==> config.mk <==
export PLATFORM = sky130hd
export DESIGN_NAME = alu_op_sequencer_flat
export DESIGN_NICKNAME = d
export VERILOG_FILES = /design/src/rtl/alu_seq_pkg.sv /design/src/rtl/alu_op_sequencer_if.sv /design/src/rtl/reg_field_decoder.sv /design/src/rtl/alu_op_sequencer.sv /design/src/flat_wrapper.sv
export SDC_FILE = /design/constraint.sdc
export NUM_CORES = 1
export LEC_CHECK = 0
export CORE_UTILIZATION = 33
export CTS_BUF_LIST = sky130_fd_sc_hd__clkbuf_8
export DETAILED_ROUTE_END_ITERATION = 6
export GPL_ROUTABILITY_DRIVEN = 0
export HOLD_SLACK_MARGIN = 0.03
export PLACE_DENSITY_LB_ADDON = 0.05
export SYNTH_ARGS = -nofsm -noshare
export SYNTH_HDL_FRONTEND = slang
export SYNTH_SLANG_ARGS = --single-unit
==> constraint.sdc <==
create_clock -name clk -period 2.2 [get_ports clk]
set_input_delay 0.22 -clock clk [delete_from_list [all_inputs] [get_ports clk]]
set_output_delay 0.22 -clock clk [all_outputs]
set_load 0.1 [all_outputs]
==> src/rtl/alu_seq_pkg.sv <==
// rtl/alu_seq_pkg.sv - shared encodings for the ALU instruction sequencer
// Purpose: state encoding, supported opcodes, IR field positions and
//          opcode class helpers used by the sequencer and its bench.
// Ports:   none (package)
package alu_seq_pkg;

  typedef enum logic [2:0] {
    ST_IDLE,
    ST_T0,
    ST_T1,
    ST_T2,
    ST_T3,
    ST_T4,
    ST_T5,
    ST_T6
  } state_t;

  localparam logic [4:0] OP_ADD = 5'b00011;
  localparam logic [4:0] OP_SUB = 5'b00100;
  localparam logic [4:0] OP_SHR = 5'b00101;
  localparam logic [4:0] OP_SHL = 5'b00110;
  localparam logic [4:0] OP_ROR = 5'b00111;
  localparam logic [4:0] OP_ROL = 5'b01000;
  localparam logic [4:0] OP_AND = 5'b01001;
  localparam logic [4:0] OP_OR  = 5'b01010;
  localparam logic [4:0] OP_MUL = 5'b01111;
  localparam logic [4:0] OP_DIV = 5'b10000;
  localparam logic [4:0] OP_NEG = 5'b10001;
  localparam logic [4:0] OP_NOT = 5'b10010;

  localparam int OP_LSB = 27;
  localparam int RA_LSB = 23;
  localparam int RB_LSB = 19;
  localparam int RC_LSB = 15;

  // Binary ALU opcodes form one contiguous block (add .. or).
  function automatic logic op_is_binary(input logic [4:0] op);
    return (op >= OP_ADD) && (op <= OP_OR);
  endfunction

  function automatic logic op_is_muldiv(input logic [4:0] op);
    return (op == OP_MUL) || (op == OP_DIV);
  endfunction

  function automatic logic op_is_unary(input logic [4:0] op);
    return (op == OP_NEG) || (op == OP_NOT);
  endfunction

endpackage

==> src/rtl/alu_op_sequencer_if.sv <==
// rtl/alu_op_sequencer_if.sv - start/done handshake and datapath strobe bundle
// Purpose: groups the sequencer's control handshake and CPU_Datapath strobes.
// Signals: start, IR (from top level / datapath); busy, done, illegal,
//          R_in/R_out one-hot enables, fetch/execute strobes, ALUSelection.
// Modports: master = top level driving start/IR; slave = the sequencer.
interface alu_op_sequencer_if;
  logic        start;
  logic [31:0] IR;
  logic        busy;
  logic        done;
  logic        illegal;
  logic [15:0] R_in;
  logic [15:0] R_out;
  logic        PCout, MARin, IncPC, PCin, Read, MDRin, MDRout, IRin;
  logic        Yin, Zin, ZLOin, ZLOout, ZHIout, LOin, HIin;
  logic [4:0]  ALUSelection;

  modport master (
    output start, IR,
    input  busy, done, illegal, R_in, R_out,
    input  PCout, MARin, IncPC, PCin, Read, MDRin, MDRout, IRin,
    input  Yin, Zin, ZLOin, ZLOout, ZHIout, LOin, HIin, ALUSelection
  );

  modport slave (
    input  start, IR,
    output busy, done, illegal, R_in, R_out,
    output PCout, MARin, IncPC, PCin, Read, MDRin, MDRout, IRin,
    output Yin, Zin, ZLOin, ZLOout, ZHIout, LOin, HIin, ALUSelection
  );
endinterface

==> src/rtl/reg_field_decoder.sv <==
// rtl/reg_field_decoder.sv - 4-bit register index to 16-bit one-hot enable
// Purpose: turns a register field into a one-hot strobe vector, all zero
//          when not enabled.
// Ports:   idx_i    in  4   register index
//          en_i     in  1   enable
//          onehot_o out 16  one-hot (bit idx_i set when en_i)
module reg_field_decoder (
  input  logic [3:0]  idx_i,
  input  logic        en_i,
  output logic [15:0] onehot_o
);
  always_comb begin
    onehot_o = '0;
    if (en_i) onehot_o[idx_i] = 1'b1;
  end
endmodule

==> src/rtl/alu_op_sequencer.sv <==
// rtl/alu_op_sequencer.sv - fetch/execute strobe sequencer for register ALU ops
// Purpose: steps T0..T6 one per clock, driving CPU_Datapath strobes from the
//          registered state (Moore outputs).
// Ports:   clk  in  system clock
//          clr  in  synchronous active-high reset
//          bus  slave modport of alu_op_sequencer_if (start/IR in, strobes out)
// Params:  READ_WAIT  extra cycles held in T1 before IR capture (0..7)
module alu_op_sequencer
  import alu_seq_pkg::*;
#(
  parameter int unsigned READ_WAIT = 1
) (
  input  logic              clk,
  input  logic              clr,
  alu_op_sequencer_if.slave bus
);

  localparam logic [2:0] WAIT_MAX = 3'(READ_WAIT);

  state_t     state_q, state_d;
  logic [2:0] wait_q, wait_d;

  logic [4:0] op;
  logic [3:0] ra, rb, rc;
  logic       op_bin, op_md, op_un, op_legal;
  logic       unused_ir;

  assign op = bus.IR[OP_LSB +: 5];
  assign ra = bus.IR[RA_LSB +: 4];
  assign rb = bus.IR[RB_LSB +: 4];
  assign rc = bus.IR[RC_LSB +: 4];
  assign unused_ir = ^bus.IR[RC_LSB-1:0];

  assign op_bin   = op_is_binary(op);
  assign op_md    = op_is_muldiv(op);
  assign op_un    = op_is_unary(op);
  assign op_legal = op_bin | op_md | op_un;

  always_ff @(posedge clk) begin
    if (clr) begin
      state_q <= ST_IDLE;
      wait_q  <= '0;
    end else begin
      state_q <= state_d;
      wait_q  <= wait_d;
    end
  end

  always_comb begin
    state_d = state_q;
    wait_d  = wait_q;
    case (state_q)
      ST_IDLE: if (bus.start) state_d = ST_T0;
      ST_T0:   state_d = ST_T1;
      ST_T1: begin
        // Counter only ever reaches WAIT_MAX, so equality is the saturation point.
        if (wait_q == WAIT_MAX) begin
          state_d = ST_T2;
          wait_d  = '0;
        end else begin
          wait_d = wait_q + 3'd1;
        end
      end
      ST_T2:   state_d = ST_T3;
      ST_T3: begin
        if (!op_legal)  state_d = ST_IDLE;
        else if (op_un) state_d = ST_T5;
        else            state_d = ST_T4;
      end
      ST_T4:   state_d = ST_T5;
      ST_T5:   state_d = op_md ? ST_T6 : ST_IDLE;
      ST_T6:   state_d = ST_IDLE;
      default: state_d = ST_IDLE;
    endcase
  end

  logic       rin_en, rout_en;
  logic [3:0] rout_idx;

  always_comb begin
    bus.busy         = (state_q != ST_IDLE);
    bus.done         = 1'b0;
    bus.illegal      = 1'b0;
    bus.PCout        = 1'b0;
    bus.MARin        = 1'b0;
    bus.IncPC        = 1'b0;
    bus.PCin         = 1'b0;
    bus.Read         = 1'b0;
    bus.MDRin        = 1'b0;
    bus.MDRout       = 1'b0;
    bus.IRin         = 1'b0;
    bus.Yin          = 1'b0;
    bus.Zin          = 1'b0;
    bus.ZLOin        = 1'b0;
    bus.ZLOout       = 1'b0;
    bus.ZHIout       = 1'b0;
    bus.LOin         = 1'b0;
    bus.HIin         = 1'b0;
    bus.ALUSelection = 5'b00000;
    rin_en           = 1'b0;
    rout_en          = 1'b0;
    rout_idx         = rb;
    case (state_q)
      ST_T0: begin
        bus.PCout = 1'b1;
        bus.MARin = 1'b1;
        bus.IncPC = 1'b1;
        bus.Zin   = 1'b1;
        bus.ZLOin = 1'b1;
      end
      ST_T1: begin
        bus.ZLOout = 1'b1;
        bus.PCin   = 1'b1;
        bus.Read   = 1'b1;
        bus.MDRin  = 1'b1;
      end
      ST_T2: begin
        bus.MDRout = 1'b1;
        bus.IRin   = 1'b1;
      end
      ST_T3: begin
        if (!op_legal) begin
          bus.illegal = 1'b1;
        end else begin
          rout_en = 1'b1;
          if (op_un) begin
            // Unary ops feed the ALU directly from Rb; no Y operand needed.
            bus.ALUSelection = op;
            bus.Zin          = 1'b1;
            bus.ZLOin        = 1'b1;
          end else begin
            bus.Yin = 1'b1;
          end
        end
      end
      ST_T4: begin
        rout_en          = 1'b1;
        rout_idx         = rc;
        bus.ALUSelection = op;
        bus.Zin          = 1'b1;
        bus.ZLOin        = 1'b1;
      end
      ST_T5: begin
        bus.ZLOout = 1'b1;
        if (op_md) begin
          bus.LOin = 1'b1;
        end else begin
          rin_en   = 1'b1;
          bus.done = 1'b1;
        end
      end
      ST_T6: begin
        bus.ZHIout = 1'b1;
        bus.HIin   = 1'b1;
        bus.done   = 1'b1;
      end
      default: ;
    endcase
  end

  reg_field_decoder u_rin_dec (
    .idx_i    (ra),
    .en_i     (rin_en),
    .onehot_o (bus.R_in)
  );

  reg_field_decoder u_rout_dec (
    .idx_i    (rout_idx),
    .en_i     (rout_en),
    .onehot_o (bus.R_out)
  );

endmodule

==> src/flat_wrapper.sv <==
// flat-port wrapper written by rule: the top's interface ports become plain ports
module alu_op_sequencer_flat import alu_seq_pkg::*;
#(
  parameter int unsigned READ_WAIT = 1
)
  (clk, clr, bus_start, bus_IR, bus_busy, bus_done, bus_illegal, bus_R_in, bus_R_out, bus_PCout, bus_MARin, bus_IncPC, bus_PCin, bus_Read, bus_MDRin, bus_MDRout, bus_IRin, bus_Yin, bus_Zin, bus_ZLOin, bus_ZLOout, bus_ZHIout, bus_LOin, bus_HIin, bus_ALUSelection);
  alu_op_sequencer_if bus_i ();
  input  logic clk;
  input  logic clr;
  input wire logic [$bits(bus_i.start)-1:0] bus_start;
  input wire logic [$bits(bus_i.IR)-1:0] bus_IR;
  output wire logic [$bits(bus_i.busy)-1:0] bus_busy;
  output wire logic [$bits(bus_i.done)-1:0] bus_done;
  output wire logic [$bits(bus_i.illegal)-1:0] bus_illegal;
  output wire logic [$bits(bus_i.R_in)-1:0] bus_R_in;
  output wire logic [$bits(bus_i.R_out)-1:0] bus_R_out;
  output wire logic [$bits(bus_i.PCout)-1:0] bus_PCout;
  output wire logic [$bits(bus_i.MARin)-1:0] bus_MARin;
  output wire logic [$bits(bus_i.IncPC)-1:0] bus_IncPC;
  output wire logic [$bits(bus_i.PCin)-1:0] bus_PCin;
  output wire logic [$bits(bus_i.Read)-1:0] bus_Read;
  output wire logic [$bits(bus_i.MDRin)-1:0] bus_MDRin;
  output wire logic [$bits(bus_i.MDRout)-1:0] bus_MDRout;
  output wire logic [$bits(bus_i.IRin)-1:0] bus_IRin;
  output wire logic [$bits(bus_i.Yin)-1:0] bus_Yin;
  output wire logic [$bits(bus_i.Zin)-1:0] bus_Zin;
  output wire logic [$bits(bus_i.ZLOin)-1:0] bus_ZLOin;
  output wire logic [$bits(bus_i.ZLOout)-1:0] bus_ZLOout;
  output wire logic [$bits(bus_i.ZHIout)-1:0] bus_ZHIout;
  output wire logic [$bits(bus_i.LOin)-1:0] bus_LOin;
  output wire logic [$bits(bus_i.HIin)-1:0] bus_HIin;
  output wire logic [$bits(bus_i.ALUSelection)-1:0] bus_ALUSelection;
  assign bus_i.start = bus_start;
  assign bus_i.IR = bus_IR;
  assign bus_busy = bus_i.busy;
  assign bus_done = bus_i.done;
  assign bus_illegal = bus_i.illegal;
  assign bus_R_in = bus_i.R_in;
  assign bus_R_out = bus_i.R_out;
  assign bus_PCout = bus_i.PCout;
  assign bus_MARin = bus_i.MARin;
  assign bus_IncPC = bus_i.IncPC;
  assign bus_PCin = bus_i.PCin;
  assign bus_Read = bus_i.Read;
  assign bus_MDRin = bus_i.MDRin;
  assign bus_MDRout = bus_i.MDRout;
  assign bus_IRin = bus_i.IRin;
  assign bus_Yin = bus_i.Yin;
  assign bus_Zin = bus_i.Zin;
  assign bus_ZLOin = bus_i.ZLOin;
  assign bus_ZLOout = bus_i.ZLOout;
  assign bus_ZHIout = bus_i.ZHIout;
  assign bus_LOin = bus_i.LOin;
  assign bus_HIin = bus_i.HIin;
  assign bus_ALUSelection = bus_i.ALUSelection;
  alu_op_sequencer #(.READ_WAIT(READ_WAIT)) u_core (.clk(clk), .clr(clr), .bus(bus_i));
endmodule
# Word-level counts from Yosys, hierarchy flattened
# Index checks and enable logic that the tools add are counted.
[word_totals]
out_inout_bits = 55
reg_bits = 6
wordCells = 72
input_bits = 35
[op_classes]
bitwise_logic = 2
magnitude_cmp = 6
n_eq_ne = 14
reduce_logical = 10
mux = 37
add_sub_neg = 1
[op_table]
columns = ["op", "count"]
rows = [
  ["two-way mux 16 bit", 2],
  ["case mux 3 bit (8 select lines)", 1],
  ["two-way mux 1 bit", 19],
  ["== test 5 bit (second input constant)", 3],
  ["two-way mux 3 bit", 5],
  ["== test 3 bit (second input constant)", 4],
  ["< comparator 4 x 5 -> 1 bit (second input constant)", 2],
  ["two-way mux 5 bit", 2],
  ["case mux 5 bit (2 select lines)", 1],
  ["demux 1 bit (select 4 bit)", 2],
  ["greater-or-equal comparator 4 x 1 -> 1 bit (second input constant)", 2],
  ["== test 3 x 1 -> 1 bit (second input constant)", 2],
  ["== test 3 x 2 -> 1 bit (second input constant)", 2],
  ["case mux 1 bit (2 select lines)", 3],
  ["== test 5 x 4 -> 1 bit (second input constant)", 1],
  ["greater-or-equal comparator 5 x 2 -> 1 bit (second input constant)", 1],
  ["<= comparator 5 x 4 -> 1 bit (second input constant)", 1],
  ["two-way mux 4 bit", 1],
  ["OR reduction 2 bit", 2],
  ["adder 3 x 1 -> 3 bit (second input constant)", 1],
  ["logical AND 1 bit", 3],
  ["logical NOT 3 bit", 1],
  ["nonzero test 3 bit", 1],
  ["logical OR 1 bit", 2],
  ["5 further kinds", 6],
]

# Longest topological paths before layout
# Gate-level depths: netlist (run 1).
[logic_depth]
depth_word = 7
depth_mapped = 6
depth_no_buf = 4

# By module
# A second synthesis (run 1) with hierarchy kept.
[unflattened]
cells_unflattened = 121
area_unflattened_um2 = 863.3
[modules_own_cells]
columns = ["mod", "area_each_um2", "n_inst", "seq_area_each_um2", "cells_per_inst"]
rows = [
  ["alu_op_sequencer", 625.6, 1, 120.1, 75],
  ["reg_field_decoder at u_core.u_rin_dec", 120.1, 1, 0.0, 23],
  ["reg_field_decoder at u_core.u_rout_dec", 117.6, 1, 0.0, 23],
]

# Worst setup path after synthesis (run 1)
# Ideal clock, no wire load.
[synth_timing]
path_kind = "register -> output"
start = "register u_core.state_q[1]"
end = "output bus_PCin"
arrival_ps = 3745
required_time_ps = 1980
setup_slack_ps = -1765
n_path_buf = 2
path_stages_with_launch = 4
cell_sequence = "dfxtp_1 > clkbuf_1 > nor3b_1 > buf_4"
[synth_via]
elab_chain_len = 2
[synth_lines]
columns = ["item", "line", "source"]
rows = [
  ["from (decl)", "alu_op_sequencer.sv:20", "state_t state_q, state_d;"],
  ["from (signal assigned)", "alu_op_sequencer.sv:44", "state_q <= state_d;"],
  ["== test 3 x 2 -> 1 bit", "--", ""],
  ["two-way mux 1 bit", "--", ""],
  ["to (decl)", "flat_wrapper.sv:20", "output wire logic [$bits(bus_i.PCin)-1:0] bus_PCin;"],
]
# No other way between the ends.

# Worst setup path in the final report (run 1)
[layout_timing]
start = "register u_core.state_q[2]"
end = "output bus_R_out[9]"
[layout_via]
elab_chain_len = 7
word_cells_on_any_way = 10
cone_classes = "order compare (2); eq/ne (2); mux (5); reduce/logical (1)"
[layout_lines]
columns = ["item", "line", "source"]
rows = [
  ["== test 3 bit", "alu_op_sequencer.sv:103", "case (state_q)"],
  ["two-way mux 4 bit", "alu_op_sequencer.sv:103", ""],
  ["< comparator 4 x 5 -> 1 bit (implied by the code) or greater-or-equal comparator 4 x 1 -> 1 bit (tied branches)", "reg_field_decoder.sv:14", "if (en_i) onehot_o[idx_i] = 1'b1;"],
  ["logical AND 1 bit (implied by the code)", "reg_field_decoder.sv:14", ""],
  ["two-way mux 1 bit (implied by the code)", "reg_field_decoder.sv:14", ""],
  ["demux 1 bit (select 4 bit)", "reg_field_decoder.sv:14", ""],
  ["two-way mux 16 bit *", "reg_field_decoder.sv:14", ""],
  ["to (decl)", "flat_wrapper.sv:16", "output wire logic [$bits(bus_i.R_out)-1:0] bus_R_out;"],
]
# Every way passes the cells marked *; elsewhere a longest branch is shown, timed or not.

==> results of run 1 <==
==> where the power goes <==
part	switching, W	total (W)	internal, W
registers	0.0000158	0.000132	0.000116
clock network	0.0000666	0.000186	0.000119
logic	0.000345	0.000538	0.000192
==> cells in the mapped netlist (all sizes together), types with 2 or more instances <==
cell / number / area [um^2]
a2111oi: 2 / 42.5
clkbuf: 3 / 21.3
or3b: 2 / 20.0
buf: 11 / 86.3
nor2: 40 / 150
mux2: 2 / 22.5
or3: 3 / 23.8
nand4b: 3 / 26.3
nor2b: 3 / 21.3
and3b: 2 / 18.8
nand2: 16 / 60.1
and2: 5 / 33.8
a211o: 2 / 17.5
or4b: 2 / 23.8
nor3b: 2 / 20.0
inv: 2 / 7.51
a21oi: 4 / 27.5
nand4: 2 / 12.5
a211oi: 2 / 15.0
xnor2: 2 / 17.5
nand2b: 6 / 37.5
dfxtp: 6 / 120
nor3: 7 / 40.0
mux2i: 4 / 40.0
==> metrics by stage <==
step | power (W) | instance area, um^2 | utilization | setup TNS [ns]
global placement | 0.000611 | 2670 | 0.880 | -2.90
detailed placement | 0.000625 | 2670 | 0.880 | -4.39
CTS | 0.000816 | 2860 | 0.944 | -0.0376
finish | 0.000856 | 2910 | 0.962 | -1.24
global route | 0.000869 | 2910 | 0.962 | -1.22
floorplan | 0.000439 | 1240 | - | -6.96
==> routing by layer <==
layer | vias to the layer above | GRT usage | routed length, um
li1 | 715 | - | -
met1 | 814 | 0.340 | 2200
met2 | 133 | 0.662 | 3660
met3 | 34 | 0.0379 | 449
met4 | 0 | 0.173 | 402
met5 | - | 0 | 0
==> flip-flops by register name, summed over array words and instances (netlist names) <==
register,count
u_core.wait_q,3
u_core.state_q,3
==> layout make-up <==
cell class | instances | area (um^2)
Clock buffer | 3 | 41.3
Fill cell | 64 | 115
Inverter | 2 | 7.51
Multi-Input combinational cell | 126 | 1110
Sequential cell | 6 | 131
Tap cell | 44 | 55.1
Timing Repair Buffer | 109 | 1570
==> repair_timing <==
item / 4_1_cts / 5_1_grt
gates resized for setup: 33 / 4
pin swaps: 10 / 5
buffers inserted: 8 / 3
endpoints found under the setup margin: 28 / 37
hold buffers: 0 / 0
==> critical path, delay by kind of cell, from the launching register on <==
family | cells | cell delay (ns)
AND/OR/NAND/NOR | 3 | 0.71
multiplexers | 1 | 0.43
flip-flops | 1 | 0.37
buffers and inverters | 2 | 0.31
==> how the worst max path moves through the flow <==
stage / startpoint / to / slack, ns / cells after the start
floorplan: u_core.state_q[1]$_SDFFE_PP0P_ / bus_R_out[2] / -0.71 / 5
global placement: bus_IR[27] / bus_R_out[6] / -0.24 / 6
detailed placement: bus_IR[27] / bus_R_out[4] / -0.35 / 6
CTS: u_core.state_q[1]$_SDFFE_PP0P_ / bus_R_in[0] / -0.02 / 5
global route: u_core.state_q[1]$_SDFFE_PP0P_ / bus_R_in[0] / -0.08 / 5
finish: u_core.state_q[2]$_SDFFE_PP0P_ / bus_R_out[9] / -0.08 / 6
==> cell families after synthesis <==
kind of cell	after synthesis
AND/OR/NAND/NOR	99
AO/OA/AOI/OAI	18
buffers and inverters	16
multiplexers	6
flip-flops	6
XOR/XNOR	3
==> reports/metrics.cfg, run 1 <==
[run_status]
status=complete, but fails checks
failed_checks=setup timing

[die]
die_w_um=58.2
initial_core_util=0.344
core_area_mm2=0.00303
fp.dieArea_mm2=0.00339
num_io_pins=90
die_h_um=58.2
rows=20

[place]
post-place-ws_ns=-0.354
portBuffers=74
post-dp-hpwl_mm=3.79
dp_cells=277

[layout]
drive_gt1_frac=0.659
layout_common_cells=57 x buf_12, 33 x buf_4, 19 x nor2_4
layout_commonest_cell=buf_12
fin_nets=283
layout.cells.non_filler=290
antennaDiodeCount=0
syn2layout_area_growth_pct=179

[yosys]
synth.area.mux_share=0.0600
synthXorXnorAreaFrac=0.0252
syn_inst=148
synth_top_family_by_area=simple AND/OR/NAND/NOR gates
synthArstFlopShare=0
ys_ff_latch=6
synth_compound_area_frac=0.172
yosysSeqAreaShare=0.115
avgSynthCellArea_um2=7.04
synthSimpleGateAreaFrac=0.517
syn-cell-area_mm2=0.00104
yosys_warnings=0
synth.distinct_cells=51
synth_edf_count=0
ys.flop_type=dfxtp_1
synth_fa_ha_area_frac=0
synth_fp_nets=183

[global_route]
grt_pass1_vias=1664
grt_start_max_net_pins=11
grt_pass1_wl_mm=8.44
overflow=0
grt_use_total=0.335
antenna_found_initial=0

[clock_tree]
ctsHtreeMaxLevel=1
path_clk_slew_ns=0.04
cts_sinks=6
cts_tree=done
numCtsBuffers=3
cts-root-buf=clkbuf_8
clk_path_buf_depth=2
clk-insertion-delay-late_ns=0.24

[timing]
finalCritPeriodShare=1.04
finalHoldViolations=0
slew_viol_final=0
whs_ns=0.582
grt_setup_unrepaired=true
fmaxAchievable_mhz=438
fin_ws_ns=-0.0813
period_needed_ns=2.28
finalSetupViolCount=23
skew_ns=0.00359
worst_pin_slew_ns=0.408
maxSlewHeadroom=0.720

[power_and_ir_drop]
p_leak_nw=1.09
vdd_drop_max_v=0.000438
cellPowerDensity_mw_per_mm2=294

[hold_path]
worstHoldPathCells=2
hold_class=reg2reg
min_from=u_core.state_q[2]$_SDFFE_PP0P_
min_to=u_core.state_q[2]$_SDFFE_PP0P_

[route]
vias_per_cell=5.85
drc=0
drt_iter0_drc=101
ant_nets=0
routed_wl_mm=6.72
vias=1696
wire_per_inst_um=23.2
dr.pass1.iters=4

[worst_setup_path]
cpMaxStageDelayCell=mux2i_1
worst_ep_required_time_ns=1.98
reg2reg_depth=6
crit_chain=buf_4 -> and3b_1 -> mux2i_1 -> nand2_1 -> nor2_4 -> buf_12
rr_endpoint=u_core.state_q[2]$_SDFFE_PP0P_
worstPathArrival_ns=2.06
r2r_setup_slack_ns=0.31
slowest_delay_ns=0.43
crit_path_start_kind=flip-flop
critPathKind=reg2out
reg2reg_from=u_core.state_q[1]$_SDFFE_PP0P_
end_kind=output port
worst-path-max-fanout=4

[flow_run]
max-cap-violations=0

Note: power is estimated with default switching activity, not from simulation.
==> run 2, diff against run 1 <==
Settings changed: CORE_UTILIZATION 33 to 25, GPL_ROUTABILITY_DRIVEN 0 to 1.
==> run 2 against run 1 <==
  * The run still ends with setup timing left
  * Worst hold slack lost 0.065 ns
  * Utilization down 22 points
  * Sequential power is 3% lower
  * Combinational power shrank 3%
  * Final cell count rose by 3.8%
  * Die area up 31%
  * Non-clock buffer count rose by 5
  * Total power decreased by 5.4%
  * Maximum frequency rose by 3.5%
  * Clock-buffer cell count stayed put
  * Worst setup slack better by 0.078 ns
  * Critical endpoint is now bus_R_out[6]
==> reports/metrics.cfg, run 2 (synthesized netlist as in run 1, its figures left out) <==
[clock_tree]
cts_tree=done  ; unchanged
cts_sinks=6  ; unchanged
clk-insertion-delay-late_ns=0.22  ; was 0.24 ns
ctsHoldBuffers=0  ; unchanged
ctsHtreeMaxLevel=1  ; unchanged
clk_path_buf_depth=2  ; unchanged
numCtsBuffers=3  ; unchanged
path_clk_slew_ns=0.04  ; about the same
cts-root-buf=clkbuf_8  ; unchanged

[route]
vias=1458  ; was 1696
ant_nets=0  ; unchanged
drc=0  ; unchanged
routed-wl-met3_um=201  ; was 449 um
routed_wl_mm=4.21  ; was 6.72 mm
wire_per_inst_um=14.0  ; was 23.2 um
dr.pass1.iters=2  ; was 4
wl_met1_mm=1.65  ; was 2.20 mm
highest_layer=met4  ; unchanged
drt_iter0_drc=50  ; was 101
route.met2.wl_mm=2.32  ; was 3.66 mm
vias_per_cell=4.84  ; was 5.85

[timing]
fmaxAchievable_mhz=454  ; was 438 MHz
fin_tns_setup_ns=-0.00332  ; was -1.24 ns
worst_pin_slew_ns=0.412  ; was 0.408 ns
maxSlewHeadroom=0.725  ; was 0.720
finalHoldViolations=0  ; unchanged
fin_ws_ns=-0.00332  ; was -0.0813 ns
slew_viol_final=0  ; unchanged
finalCritPeriodShare=1.00  ; was 1.04
grt_setup_unrepaired=true  ; unchanged
skew_ns=0.000970  ; was 0.00359 ns
finalSetupViolCount=1  ; was 23
period_needed_ns=2.20  ; was 2.28 ns

[global_route]
grt_pass1_wl_mm=6.76  ; was 8.44 mm
overflow=0  ; unchanged
grt_start_max_net_pins=9  ; was 11
grt_use_total=0.192  ; was 0.335
antenna_found_initial=0  ; unchanged
grt_pass1_vias=1492  ; was 1664

[die]
rows=23  ; was 20
die_w_um=66.6  ; was 58.2 um
initial_core_util=0.261  ; was 0.344
core_area_mm2=0.00400  ; was 0.00303 mm^2
die_h_um=66.6  ; was 58.2 um
fp.dieArea_mm2=0.00443  ; was 0.00339 mm^2
num_io_pins=90  ; unchanged

[worst_setup_path]
cp_common_cell=buf_12
end_kind=output port  ; unchanged
worstPathArrival_ns=1.98  ; was 2.06 ns
crit_chain=or4b_4 -> o32ai_4 -> a21oi_4 -> buf_12 -> nor2_4 -> buf_12  ; was buf_4 -> and3b_1 -> mux2i_1 -> nand2_1 -> nor2_4 -> buf_12
crit_path_start_kind=flip-flop  ; unchanged
worst_ep_required_time_ns=1.98  ; about the same
cpMaxStageDelayCell=or4b_4  ; was mux2i_1
critPathKind=reg2out  ; unchanged
worst-path-max-fanout=8  ; was 4
slowest_delay_ns=0.56  ; was 0.43 ns
reg2reg_from=u_core.state_q[1]$_SDFFE_PP0P_  ; unchanged
startpoint=u_core.state_q[0]$_SDFFE_PP0P_  ; was u_core.state_q[2]$_SDFFE_PP0P_

[power_and_ir_drop]
switching_share=0.465  ; was 0.500
vdd_drop_max_v=0.000334  ; was 0.000438 V
cellPowerDensity_mw_per_mm2=272  ; was 294 mW/mm^2
cell_internal_pwr_w=0.000433  ; was 0.000428 W
clkPwrFrac=0.200  ; was 0.217
fin_total_pwr_w=0.000809  ; was 0.000856 W
p_leak_nw=1.12  ; was 1.09 nW
switchingPower_w=0.000376  ; was 0.000428 W
p_comb_frac=0.643  ; was 0.629
seqPwrFrac=0.158  ; was 0.154

[layout]
syn2layout_area_growth_pct=185  ; was 179%
layout_commonest_cell=buf_12  ; unchanged
antennaDiodeCount=0  ; unchanged
largest_registers=u_core.state_q x3, u_core.wait_q x3  ; unchanged
utilization=0.743  ; was 0.962
fin_nets=288  ; was 283
drive_gt1_frac=0.673  ; was 0.659
fillers=286  ; was 64
layout_common_cells=56 x buf_12, 37 x buf_4, 19 x nor2_4  ; was 57 x buf_12, 33 x buf_4, 19 x nor2_4

[hold_path]
min_from=u_core.wait_q[1]$_SDFFE_PP0P_  ; was u_core.state_q[2]$_SDFFE_PP0P_
hold_class=reg2reg  ; unchanged

[place]
place.gp.congestion=0.824
post-place-ws_ns=-0.338  ; was -0.354 ns
post-dp-hpwl_mm=3.36  ; was 3.79 mm
portBuffers=74  ; unchanged

[flow_run]
max-cap-violations=0  ; unchanged

[run_status]
failed_checks=setup timing  ; unchanged
status=complete, but fails checks  ; unchanged

-- run 2: changes by cell type in the layout (fill, tap and decap cells not counted), sizes merged --
cell / delta
clkbuf: -1
dlymetal6s2s: +1
buf: +5
-- run 2: path summary, 6_finish.rpt --
kind                                                       end  depth (start not counted)  slack (ns)
worst max register to register  u_core.state_q[2]$_SDFFE_PP0P_                          6        0.39
worst min-delay path             u_core.wait_q[1]$_SDFFE_PP0P_                          2        0.52
worst min register to register   u_core.wait_q[1]$_SDFFE_PP0P_                          2        0.52
worst max-delay path                              bus_R_out[6]                          6      -0.003
-- run 2: worst max-delay path: cells and delay by family (launching register included) --
| family | cells | cell delay (ns) |
|---|---|---|
| buf+inv | 2 | 0.35 |
| flops | 1 | 0.35 |
| simple gates | 2 | 0.67 |
| compound gates | 2 | 0.37 |
-- run 2: what timing repair did --
action / in CTS / in global routing
setup buffers: 8 / 6
cloned: 0 / 0
gates resized for setup: 26 / 13
endpoints found under the setup margin: 27 / 23
pin swaps: 5 / 11
-- run 2: power by group through the flow --
| stage | Clock (W) | Sequential [W] | Combinational (W) |
|---|---|---|---|
| floorplan | 0 | 0.000122 | 0.000317 |
| global placement | 0 | 0.000130 | 0.000488 |
| detailed placement | 0 | 0.000131 | 0.000494 |
| CTS | 0.000165 | 0.000126 | 0.000515 |
| global route | 0.000172 | 0.000129 | 0.000542 |
| finish | 0.000162 | 0.000128 | 0.000520 |
-- run 2: area by class of cell --
cell class                 instances  area, um^2  area share
tap                               50        62.6      0.0210
multi-input combinational        126        1120       0.378
sequential                         6         129      0.0434
clock buffer                       3        41.3      0.0139
inverter                           2        7.51     0.00253
timing repair buffer             114        1610       0.541
-- run 2: per-stage QoR --
stage | instance area (um^2) | std cells | hold WS [ns]
floorplan | 1240 | 148 | 0.289
global placement | 2680 | 284 | 0.465
detailed placement | 2680 | 284 | 0.511
CTS | 2860 | 295 | 0.516
global route | 2970 | 301 | 0.533
finish | 2970 | 301 | 0.518
-- run 2: routing by layer --
layer  up-vias  global-route usage
li1        726                   -
met1       682               0.234
met2        46               0.356
met3         4              0.0223
met4         0              0.0399
met5         -                   0
